## config.mk

```make
export PLATFORM = sky130hd
export DESIGN_NAME = world_grid
export DESIGN_NICKNAME = d
export VERILOG_FILES = /design/src/rtl/world_grid.sv
export SDC_FILE = /design/constraint.sdc
export NUM_CORES = 2
export LEC_CHECK = 0
export ABC_AREA = 1
export CAP_MARGIN = 20
export CORE_MARGIN = 2
export CORE_UTILIZATION = 40
export CTS_BUF_LIST = sky130_fd_sc_hd__clkbuf_2 sky130_fd_sc_hd__clkbuf_4 sky130_fd_sc_hd__clkbuf_8
export CTS_CLUSTER_DIAMETER = 50
export DETAILED_ROUTE_END_ITERATION = 8
export HOLD_SLACK_MARGIN = 0.05
export PLACE_DENSITY_LB_ADDON = 0.05
export SLEW_MARGIN = 20
export SYNTH_ARGS = -nofsm -noshare
export SYNTH_HDL_FRONTEND = slang
export SYNTH_SLANG_ARGS = --single-unit
```

## constraint.sdc

```tcl
create_clock -name clock -period 8.16 [get_ports clock]
set_clock_uncertainty 0.05 [all_clocks]
set_input_delay 1.632 -clock clock [delete_from_list [all_inputs] [get_ports clock]]
set_output_delay 1.632 -clock clock [all_outputs]
set_load 0.01 [all_outputs]
```

## src/rtl/world_grid.sv

```systemverilog
// world_grid: grid world for a robot controller. It holds a cell map, a robot
// pose and a three-phase scheduler (IDLE / SENSE / ACT). The scheduler drives
// robot_clock, updates the sensors from the map and applies robot commands,
// including multi-phase barrier removal.
module world_grid #(
  parameter  int ROWS         = 10,
  parameter  int COLS         = 20,
  parameter  int PHASE_CYCLES = 1,
  parameter  int REMOVE_STEPS = 3,
  localparam int AW           = $clog2(ROWS * COLS),
  localparam int PW           = 6
) (
  input  logic          clock,
  input  logic          reset,
  input  logic          run,
  input  logic          load_we,
  input  logic [AW-1:0] load_addr,
  input  logic [2:0]    load_data,
  input  logic          pos_we,
  input  logic [PW-1:0] pos_row,
  input  logic [PW-1:0] pos_col,
  input  logic [1:0]    pos_orient,
  input  logic          front,
  input  logic          turn,
  input  logic          remove,
  output logic          robot_clock,
  output logic          head,
  output logic          left,
  output logic          under,
  output logic          barrier,
  output logic [PW-1:0] robot_row,
  output logic [PW-1:0] robot_column,
  output logic [1:0]    robot_orientation,
  input  logic [AW-1:0] rd_addr,
  output logic [2:0]    rd_data,
  output logic [7:0]    removed_count,
  output logic          collision,
  output logic          bad_load
);

  localparam int CELLS = ROWS * COLS;
  localparam int PCW   = (PHASE_CYCLES > 1) ? $clog2(PHASE_CYCLES) : 1;
  localparam int RCW   = $clog2(REMOVE_STEPS + 1);

  localparam logic [PW-1:0]  ROW_LAST    = PW'(ROWS - 1);
  localparam logic [PW-1:0]  COL_LAST    = PW'(COLS - 1);
  localparam logic [AW:0]    CELLS_W     = (AW + 1)'(CELLS);
  localparam logic [PCW-1:0] PHASE_LAST  = PCW'(PHASE_CYCLES - 1);
  localparam logic [RCW-1:0] REMOVE_LAST = RCW'(REMOVE_STEPS - 1);

  localparam logic [2:0] CELL_EMPTY   = 3'd0;
  localparam logic [2:0] CELL_WALL    = 3'd1;
  localparam logic [2:0] CELL_BARRIER = 3'd2;
  localparam logic [2:0] CELL_DIRT    = 3'd7;

  typedef enum logic [1:0] {
    S_IDLE  = 2'd0,
    S_SENSE = 2'd1,
    S_ACT   = 2'd2
  } state_t;

  typedef enum logic [1:0] {
    OR_NORTH = 2'b00,
    OR_SOUTH = 2'b01,
    OR_EAST  = 2'b10,
    OR_WEST  = 2'b11
  } orient_t;

  // A neighbouring cell: coordinates plus whether it lies inside the grid.
  typedef struct packed {
    logic          on_grid;
    logic [PW-1:0] row;
    logic [PW-1:0] col;
  } cell_ref_t;

  function automatic orient_t f_left_of(orient_t o);
    case (o)
      OR_NORTH: return OR_WEST;
      OR_SOUTH: return OR_EAST;
      OR_EAST:  return OR_NORTH;
      default:  return OR_SOUTH;
    endcase
  endfunction

  // One step from (row, col) towards o; off-grid keeps the original coords.
  function automatic cell_ref_t f_neighbor(logic [PW-1:0] row, logic [PW-1:0] col,
                                           orient_t o);
    cell_ref_t n;
    n.on_grid = 1'b1;
    n.row     = row;
    n.col     = col;
    case (o)
      OR_NORTH: if (row == '0)       n.on_grid = 1'b0; else n.row = row - PW'(1);
      OR_SOUTH: if (row == ROW_LAST) n.on_grid = 1'b0; else n.row = row + PW'(1);
      OR_EAST:  if (col == COL_LAST) n.on_grid = 1'b0; else n.col = col + PW'(1);
      default:  if (col == '0)       n.on_grid = 1'b0; else n.col = col - PW'(1);
    endcase
    return n;
  endfunction

  function automatic logic [AW-1:0] f_addr(logic [PW-1:0] row, logic [PW-1:0] col);
    return AW'(int'(row) * COLS + int'(col));
  endfunction

  // Registers
  state_t         r_state;
  logic [PCW-1:0] r_phase_cnt;
  logic [2:0]     r_map [CELLS];
  logic [PW-1:0]  r_row;
  logic [PW-1:0]  r_col;
  orient_t        r_orient;
  logic           r_head;
  logic           r_left;
  logic           r_under;
  logic           r_barrier;
  logic           r_collision;
  logic           r_bad_load;
  logic [RCW-1:0] r_rm_cnt;
  logic [7:0]     r_removed_count;
  logic [2:0]     r_rd_data;

  // Combinational signals
  state_t         w_state_next;
  logic [PCW-1:0] w_phase_next;
  logic           w_idle;
  logic           w_phase_last;
  logic           w_sense_last;
  logic           w_act_last;
  cell_ref_t      w_ahead;
  cell_ref_t      w_left_ref;
  logic [AW-1:0]  w_ahead_addr;
  logic [AW-1:0]  w_left_addr;
  logic [AW-1:0]  w_here_addr;
  logic [2:0]     w_ahead_code;
  logic [2:0]     w_left_code;
  logic [2:0]     w_here_code;
  logic           w_ahead_blocked;
  logic           w_ahead_is_barrier;
  logic           w_left_blocked;
  logic           w_move;
  logic           w_bump;
  logic           w_turn;
  logic           w_rm_hit;
  logic           w_rm_done;
  logic           w_pos_in_range;
  logic           w_load_in_range;
  logic           w_rd_in_range;
  logic           w_pos_ok;
  logic           w_load_ok;
  logic           w_bad_req;
  logic           w_map_we;
  logic [AW-1:0]  w_map_addr;
  logic [2:0]     w_map_data;

  // Phase decode
  assign w_idle       = (r_state == S_IDLE);
  assign w_phase_last = (r_phase_cnt == PHASE_LAST);
  assign w_sense_last = (r_state == S_SENSE) && w_phase_last;
  assign w_act_last   = (r_state == S_ACT) && w_phase_last;

  // Neighbourhood of the current pose
  assign w_ahead      = f_neighbor(r_row, r_col, r_orient);
  assign w_left_ref   = f_neighbor(r_row, r_col, f_left_of(r_orient));
  assign w_ahead_addr = f_addr(w_ahead.row, w_ahead.col);
  assign w_left_addr  = f_addr(w_left_ref.row, w_left_ref.col);
  assign w_here_addr  = f_addr(r_row, r_col);
  assign w_ahead_code = w_ahead.on_grid ? r_map[w_ahead_addr] : CELL_EMPTY;
  assign w_left_code  = w_left_ref.on_grid ? r_map[w_left_addr] : CELL_EMPTY;
  assign w_here_code  = r_map[w_here_addr];

  assign w_ahead_is_barrier = w_ahead.on_grid && (w_ahead_code == CELL_BARRIER);
  assign w_ahead_blocked    = !w_ahead.on_grid || (w_ahead_code == CELL_WALL) ||
                              (w_ahead_code == CELL_BARRIER);
  assign w_left_blocked     = !w_left_ref.on_grid || (w_left_code == CELL_WALL);

  // Command decode: front wins over turn; removal only counts while the pose holds
  assign w_move    = w_act_last && front && !w_ahead_blocked;
  assign w_bump    = w_act_last && front && w_ahead_blocked;
  assign w_turn    = w_act_last && !front && turn;
  assign w_rm_hit  = w_act_last && remove && w_ahead_is_barrier && !w_move && !w_turn;
  assign w_rm_done = w_rm_hit && (r_rm_cnt == REMOVE_LAST);

  // Host write qualification: only honoured while idle, range-checked
  assign w_pos_in_range  = (pos_row <= ROW_LAST) && (pos_col <= COL_LAST);
  assign w_load_in_range = ({1'b0, load_addr} < CELLS_W);
  assign w_rd_in_range   = ({1'b0, rd_addr} < CELLS_W);
  assign w_pos_ok        = w_idle && pos_we && w_pos_in_range;
  assign w_load_ok       = w_idle && load_we && w_load_in_range;
  assign w_bad_req       = w_idle && ((pos_we && !w_pos_in_range) ||
                                      (load_we && !w_load_in_range));

  // Single map write port; load (IDLE) and removal (ACT) never coincide
  assign w_map_we   = reset && (w_rm_done || w_load_ok);
  assign w_map_addr = w_rm_done ? w_ahead_addr : load_addr;
  assign w_map_data = w_rm_done ? CELL_EMPTY : load_data;

  // Phase scheduler state register
  always_ff @(posedge clock or negedge reset) begin
    // NOTE: registers take non-blocking assignments so every flop samples pre-edge values.
    if (!reset) begin
      r_state     <= S_IDLE;
      r_phase_cnt <= '0;
    end else begin
      r_state     <= w_state_next;
      r_phase_cnt <= w_phase_next;
    end
  end

  // Next-phase logic: each phase runs to completion, then run decides where to go
  always_comb begin
    // NOTE: defaults first so no path leaves an output unassigned (which would infer a latch).
    w_state_next = r_state;
    w_phase_next = r_phase_cnt + PCW'(1);
    case (r_state)
      S_IDLE: begin
        w_phase_next = '0;
        if (run) w_state_next = S_SENSE;
      end
      S_SENSE: begin
        if (w_phase_last) begin
          w_phase_next = '0;
          w_state_next = run ? S_ACT : S_IDLE;
        end
      end
      S_ACT: begin
        if (w_phase_last) begin
          w_phase_next = '0;
          w_state_next = run ? S_SENSE : S_IDLE;
        end
      end
      default: begin
        w_phase_next = '0;
        w_state_next = S_IDLE;
      end
    endcase
  end

  // Sensors latch on the last SENSE cycle and hold otherwise
  always_ff @(posedge clock or negedge reset) begin
    if (!reset) begin
      r_head    <= 1'b0;
      r_left    <= 1'b0;
      r_under   <= 1'b0;
      r_barrier <= 1'b0;
    end else if (w_sense_last) begin
      r_head    <= !w_ahead.on_grid || (w_ahead_code == CELL_WALL);
      r_left    <= w_left_blocked;
      r_under   <= (w_here_code == CELL_DIRT);
      r_barrier <= w_ahead_is_barrier;
    end
  end

  // Pose: host load while idle, otherwise move/turn on the last ACT cycle
  always_ff @(posedge clock or negedge reset) begin
    if (!reset) begin
      r_row    <= '0;
      r_col    <= '0;
      r_orient <= OR_NORTH;
    end else if (w_pos_ok) begin
      r_row    <= pos_row;
      r_col    <= pos_col;
      r_orient <= orient_t'(pos_orient);
    end else if (w_move) begin
      r_row <= w_ahead.row;
      r_col <= w_ahead.col;
    end else if (w_turn) begin
      r_orient <= f_left_of(r_orient);
    end
  end

  // One-cycle status pulses: blocked move and rejected host write
  always_ff @(posedge clock or negedge reset) begin
    if (!reset) begin
      r_collision <= 1'b0;
      r_bad_load  <= 1'b0;
    end else begin
      r_collision <= w_bump;
      r_bad_load  <= w_bad_req;
    end
  end

  // Barrier removal progress and saturating count of cleared barriers
  always_ff @(posedge clock or negedge reset) begin
    if (!reset) begin
      r_rm_cnt        <= '0;
      r_removed_count <= '0;
    end else begin
      if (w_rm_done) begin
        r_rm_cnt <= '0;
        if (r_removed_count != 8'hFF) r_removed_count <= r_removed_count + 8'd1;
      end else if (w_rm_hit) begin
        r_rm_cnt <= r_rm_cnt + RCW'(1);
      end else if (w_act_last || w_pos_ok) begin
        r_rm_cnt <= '0;
      end
    end
  end

  // Map storage write port
  always_ff @(posedge clock) begin
    // NOTE: the map is storage, not control state: it has no reset so its contents survive one.
    if (w_map_we) r_map[w_map_addr] <= w_map_data;
  end

  // Registered display read port (read-before-write on an address clash)
  always_ff @(posedge clock or negedge reset) begin
    if (!reset) r_rd_data <= CELL_EMPTY;
    else        r_rd_data <= w_rd_in_range ? r_map[rd_addr] : CELL_EMPTY;
  end

  assign robot_clock       = (r_state == S_ACT);
  assign head              = r_head;
  assign left              = r_left;
  assign under             = r_under;
  assign barrier           = r_barrier;
  assign robot_row         = r_row;
  assign robot_column      = r_col;
  assign robot_orientation = r_orient;
  assign rd_data           = r_rd_data;
  assign removed_count     = r_removed_count;
  assign collision         = r_collision;
  assign bad_load          = r_bad_load;

endmodule

```

* Word level (Yosys, flattened, before mapping) *
Memories as Yosys holds them, arrays and structs flattened.
Cells that the tools add are included.

storage, ports and cells
  bits in registers = 36
  bits in writable memories = 600
  input bits = 41
  output and inout port bits = 32
  memories kept = 1

operators by class
  add/sub/neg operators = 10
  multiply operators = 3
  magnitude comparators = 4
  eq/ne operators = 18
  multiplexer cells = 40
  bitwise logic cells = 1
  reductions and logical operators = 50

memories
  name   depth  width  read ports  clocked after memory_dff  wr ports  RTL line  text
  r_map  200    3      4           0                         1         108       logic [2:0] r_map [CELLS];

operators by type and width
  kind                                                                    count
  6-bit two-way mux                                                       8
  6-bit case mux with 2 select lines                                      4
  8-bit by 6-bit adder with 8-bit output                                  3
  1-bit logical AND                                                       22
  2-bit two-way mux                                                       10
  6-bit by 3-bit multiplier with 6-bit output (second input constant)     3
  8-bit less-than comparator (second input constant)                      2
  6-bit by 1-bit adder with 6-bit output (second input constant)          2
  6-bit zero test                                                         2
  3-bit two-way mux                                                       4
  2-bit case mux with 3 select lines                                      2
  6-bit by 1-bit subtractor with 6-bit output (second input constant)     2
  1-bit two-way mux                                                       9
  8-bit by 1-bit adder with 8-bit output (second input constant)          1
  2-bit == test (second input constant)                                   4
  1-bit zero test                                                         8
  8-bit two-way mux                                                       1
  8-bit != test (second input constant)                                   1
  2-bit by 1-bit == test with 1-bit output (second input constant)        3
  3-bit by 1-bit == test with 1-bit output (second input constant)        2
  6-bit by 4-bit == test with 1-bit output (second input constant)        1
  6-bit by 5-bit == test with 1-bit output (second input constant)        1
  6-bit by 4-bit <= comparator with 1-bit output (second input constant)  1
  6-bit by 5-bit <= comparator with 1-bit output (second input constant)  1
  15 further kinds                                                        29

* Longest topological paths before layout *
An unclocked memory read counts as a cell.

  word-level depth = 20
  mapped depth = 39
  gate-level depth less buffers = 37

* Worst setup path after synthesis *
No wires, ideal clock.

  path kind = reg2reg
  start point = register r_col[0], in the netlist robot_column[0]
  end point = memory r_map[0][0], data pin
  setup time = 0.648 ns
  arrival = 6.749 ns
  required time = 7.462 ns
  slack = 0.713 ns
  stages on the path, launching flop included = 26
  buffers on the path = 5
  path through = dfrtp_1 -> inv_1 -> buf_2 -> clkbuf_1 -> clkbuf_1 -> clkbuf_1 -> ha_1 -> nand3_2 -> nand2_1 -> inv_1 -> o21ai_0 -> inv_1 -> ha_1 -> fa_1 -> xor2_1 -> clkinv_1 -> nand3_1 -> nand3_1 -> nand3_1 -> nand3_1 -> nand2_1 -> nor2_1 -> nand4_1 -> buf_2 -> nand2_1 -> inv_1

on the way
  longest elaborated chain between the ends = 16

ends and longest elaborated chain
  what                                                                       RTL line  text
  from (decl)                                                                110       logic [PW-1:0] r_col;
  from (signal assigned)                                                     261       r_col <= pos_col;
  from (signal assigned)                                                     265       r_col <= w_ahead.col;
  6-bit by 1-bit subtractor with 6-bit output, or another cell as far along  96        default: if (col == '0) n.on_grid = 1'b0; else n.col = col - PW'(1);
  6-bit two-way mux (on tied branches)                                       96, 95
  6-bit case mux with 2 select lines                                         92        case (o)
  8-bit by 6-bit adder with 8-bit output                                     102       return AW'(int'(row) * COLS + int'(col));
  memory 200 x 3 bit                                                         n/a
  3-bit two-way mux                                                          167       assign w_ahead_code = w_ahead.on_grid ? r_map[w_ahead_addr] : CELL_EMPTY;
  3-bit by 1-bit == test with 1-bit output                                   172       assign w_ahead_blocked = !w_ahead.on_grid || (w_ahead_code == CELL_WALL) ||
  1-bit logical OR (2 in series)                                             172
  1-bit zero test                                                            177       assign w_move = w_act_last && front && !w_ahead_blocked;
  1-bit logical AND                                                          177
  1-bit zero test                                                            180       assign w_rm_hit = w_act_last && remove && w_ahead_is_barrier && !w_move && !w_turn;
  1-bit logical AND * (2 in series)                                          180
  1-bit logical AND *                                                        181       assign w_rm_done = w_rm_hit && (r_rm_cnt == REMOVE_LAST);
  3-bit two-way mux *                                                        195       assign w_map_data = w_rm_done ? CELL_EMPTY : load_data;
  via w_map_data[0]                                                          153       logic [2:0] w_map_data;
  to (decl)                                                                  108

The timed path passes the listed nets; every way through them passes the cells marked *.

* Final worst setup path *
  start point = register r_orient[1], in the netlist robot_orientation[1]
  end point = memory r_map[58][2] (enable)

on the way
  longest elaborated chain between the ends = 19

ends and longest elaborated chain
  what                                                                                               RTL line  text
  from (decl)                                                                                        111       orient_t r_orient;
  from (signal assigned)                                                                             262       r_orient <= orient_t'(pos_orient);
  from (signal assigned)                                                                             267       r_orient <= f_left_of(r_orient);
  2-bit by 1-bit == test with 1-bit output or 2-bit zero test (tied branches)                        92
  6-bit case mux with 2 select lines or 2-bit OR reduction (tied branches)                           n/a
  6-bit by 3-bit multiplier with 6-bit output or 6-bit case mux with 2 select lines (tied branches)  102, 92
  8-bit by 6-bit adder with 8-bit output                                                             102
  memory 200 x 3 bit                                                                                 n/a
  3-bit two-way mux                                                                                  167
  3-bit by 1-bit == test with 1-bit output                                                           172
  1-bit logical OR (2 in series)                                                                     172
  1-bit zero test                                                                                    177
  1-bit logical AND                                                                                  177
  1-bit zero test                                                                                    180
  1-bit logical AND (2 in series)                                                                    180
  1-bit logical AND                                                                                  181
  1-bit logical OR                                                                                   193       assign w_map_we = reset && (w_rm_done || w_load_ok);
  1-bit logical AND                                                                                  193
  1-bit two-way mux                                                                                  302       if (w_map_we) r_map[w_map_addr] <= w_map_data;
  1-bit two-way mux (not written as such)                                                            302

Parallel ways exist; a longest one is shown, timed or not.

==> run_results.csv <==
group,metric,value,unit
clock_tree,post_cts_buffers,0,
route,final_antenna_net_count,0,
setup_path,arrival,7.59,ns
setup_path,slowest_stage,"dfrtp_1",
finish,area_growth,9.32,%
timing,fin_crit,7.14,ns
yosys,synth_area,0.0450,mm2
clock_tree,clkSinkCount,635,
global_route,grt_max_degree,194,
setup_path,criticalPathCategory,"flop to flop",
setup_path,cp-start-kind,"flop",
setup_path,crit_family,"simple AND/OR/NAND/NOR gates",
floorplan,dieHeight,340,um
yosys,yosys.cell_types.count,60,
route,avgViaCountPerCell,6.41,
timing,finalHoldViolations,0,
route,totalWireLength,216000,um
yosys,synth_top_area_cell,"edfxtp_1",
floorplan,std_cell_rows,123,
finish,nets,5850,
clock_tree,clock_latency,0.85,ns
finish,final_cell_mix,"920 x nand2_1, 906 x nand3_1, 841 x o21ai_0",
setup_path,cp_max_fo,16,
placed_design,portBuffers,72,
placed_design,gp_congestion,0.951,
clock_tree,cts.path.max_buffers,3,
yosys,synth_warnings,0,
setup_path,worst-path-buf-inv,4,
min_path,worstHoldPathType,"flop to flop",
setup_path,max_stage_delay,0.57,ns
finish,finalNonFillerCells,7366,
job,max_cap_violations,0,
clock_tree,ctsRootBufferMaster,"clkbuf_8",
yosys,postSynthRegisterBits,635,
floorplan,core-area,0.112,mm2
yosys,yosysTopAreaCellShare,40.0,%
route,drt_pass1_iterations,8,
yosys,syn_inst,5959,
timing,slew_violations,0,
setup_path,r2r_slack,1.02,ns
global_route,antenna_found_initial,9,
timing,tns,0,ns
placed_design,dp_hpwl,133000,um
floorplan,initial_core_util,40.2,%
timing,slew_headroom,17.6,%
placed_design,placed_cells,7146,
floorplan,ios,73,
finish,drive_above_1_share,7.52,%
yosys,ys.flop_type,"edfxtp_1",
clock_tree,cts-htree-levels,3,
global_route,grt_pass1_vias,43300,
setup_path,required,8.61,ns
setup_path,cpMostUsedCell,"nand2_1",
clock_tree,cts_buffers,117,
yosys,synth_nets,6044,
timing,finalSetupViolCount,0,
run_status,status,"finished clean",
yosys,ys_seq_area_share,42.0,%
setup_path,endpoint_kind,"flop",
timing,rsz0062_at_grt,"false",
global_route,gr-total-overflow,0,
timing,period_share,87.5,%
yosys,synthTopCellsByArea,"edfxtp_1 40%, nand3_1 10%, o21ai_0 9.3%, nand2_1 7.7%, a21oi_1 6.1%",
timing,clock.fmax,140,MHz
floorplan,die_x,340,um
yosys,synth-edff-count,600,
route,wire_per_inst,29.4,um
timing,worst_pin_slew,1.24,ns
clock_tree,hold_buffers,0,
route,vias,47200,
global_route,grt_util_all_layers,36.4,%
global_route,grt_pass1_wl,311000,um
route,drt_iter0_drc,7655,
finish,final_common_cell,"nand2_1",
yosys,avgSynthCellArea,7.56,um2
route,drc,0,
clock_tree,cts_resized,0,
yosys,async_flop_share,5.51,%
floorplan,die-area,0.115,mm2
clock_tree,cts_tree,"done",
clock_tree,clkSlewWorstSetupHoldPaths,0.06,ns
cell families (layout without fill, tap and decap cells):
| group | Yosys count | count (layout) | share of synthesized area [%] |
|---|---|---|---|
| adders and majority gates | 44 | 44 | 1.32 |
| and+or+nand+nor | 2441 | 2441 | 24.0 |
| AOI/OAI and AO/OA | 1868 | 1868 | 23.5 |
| muxes | 1 | 1 | 0.0250 |
| xor gates and xnor gates | 32 | 32 | 0.622 |
| other | 0 | 3 | 0 |
| buffers and inverters | 938 | 842 | 8.59 |
| DFF | 635 | 635 | 42.0 |
worst paths after layout:
path,depth (start not counted),endpoint,from
min,1,r_state[0],r_state[0]
max,28,r_map[58][2],robot_orientation[1]
max in group asynchronous,3,rd_data[1],reset
min in group asynchronous,2,bad_load,reset
min reg2reg,1,r_state[0],r_state[0]
max reg2reg,28,r_map[58][2],robot_orientation[1]
metrics by stage:
| stage | worst slack [ns] | instance area, um2 | utilization, % | hold slack, ns |
|---|---|---|---|---|
| after floorplan | 0.713 | 45000 | - | 0.393 |
| after global placement | 1.12 | 46800 | 41.7 | 0.411 |
| after detailed placement | 1.17 | 46800 | 41.7 | 0.416 |
| after CTS | 1.11 | 49200 | 43.9 | 0.424 |
| after global routing | 0.503 | 49200 | 43.9 | 0.441 |
| final | 1.02 | 49200 | 43.9 | 0.421 |
layout make-up:
cell class / count / area, um2
multi-input cells: 4386 / 22400
diodes: 3 / 7.51
repair buffers: 196 / 1950
clock buffers: 156 / 1930
flip-flops and latches: 635 / 18900
clock inverters: 61 / 529
fillers: 11500 / 62800
inverters: 429 / 1670
well taps: 1500 / 1880
layer usage:
metal	GRT usage, %	share of wire, %
met4	18.6	5.3
met3	9.52	12
met5	0	0.036
met1	50.1	40
met2	52.7	42
Yosys cell counts (all sizes together), types with 2 or more instances:
| master | n |
|---|---|
| a221oi | 4 |
| inv | 423 |
| a21oi | 558 |
| nand2 | 936 |
| a22oi | 5 |
| clkinv | 6 |
| a31oi | 43 |
| a2111oi | 12 |
| a32o | 15 |
| clkbuf | 325 |
| xnor2 | 6 |
| a211oi | 15 |
| o221ai | 36 |
| dfrtp | 35 |
| a311oi | 2 |
| o311ai | 5 |
| nand3b | 2 |
| buf | 184 |
| a41oi | 2 |
| nor3 | 9 |
| o2111ai | 30 |
| a21o | 2 |
| nand4 | 42 |
| o22ai | 40 |
| fa | 6 |
| o31ai | 13 |
| xor2 | 26 |
| nor4 | 8 |
| o21ai | 856 |
| edfxtp | 600 |
| nor2 | 504 |
| a31o | 2 |
| or2 | 16 |
| ha | 38 |
| o21a | 4 |
| nand3 | 923 |
| o211ai | 219 |
registers in the layout, indices dropped and copies added, names as in the netlist, 2 cells and up:
signal / flops
r_map: 600
removed_count: 8
robot_column: 6
robot_row: 6
rd_data: 3
r_rm_cnt: 2
r_state: 2
robot_orientation: 2
Power is not shown: default switching activity piles up to over one toggle a cycle in this logic, so the estimate is an artifact.
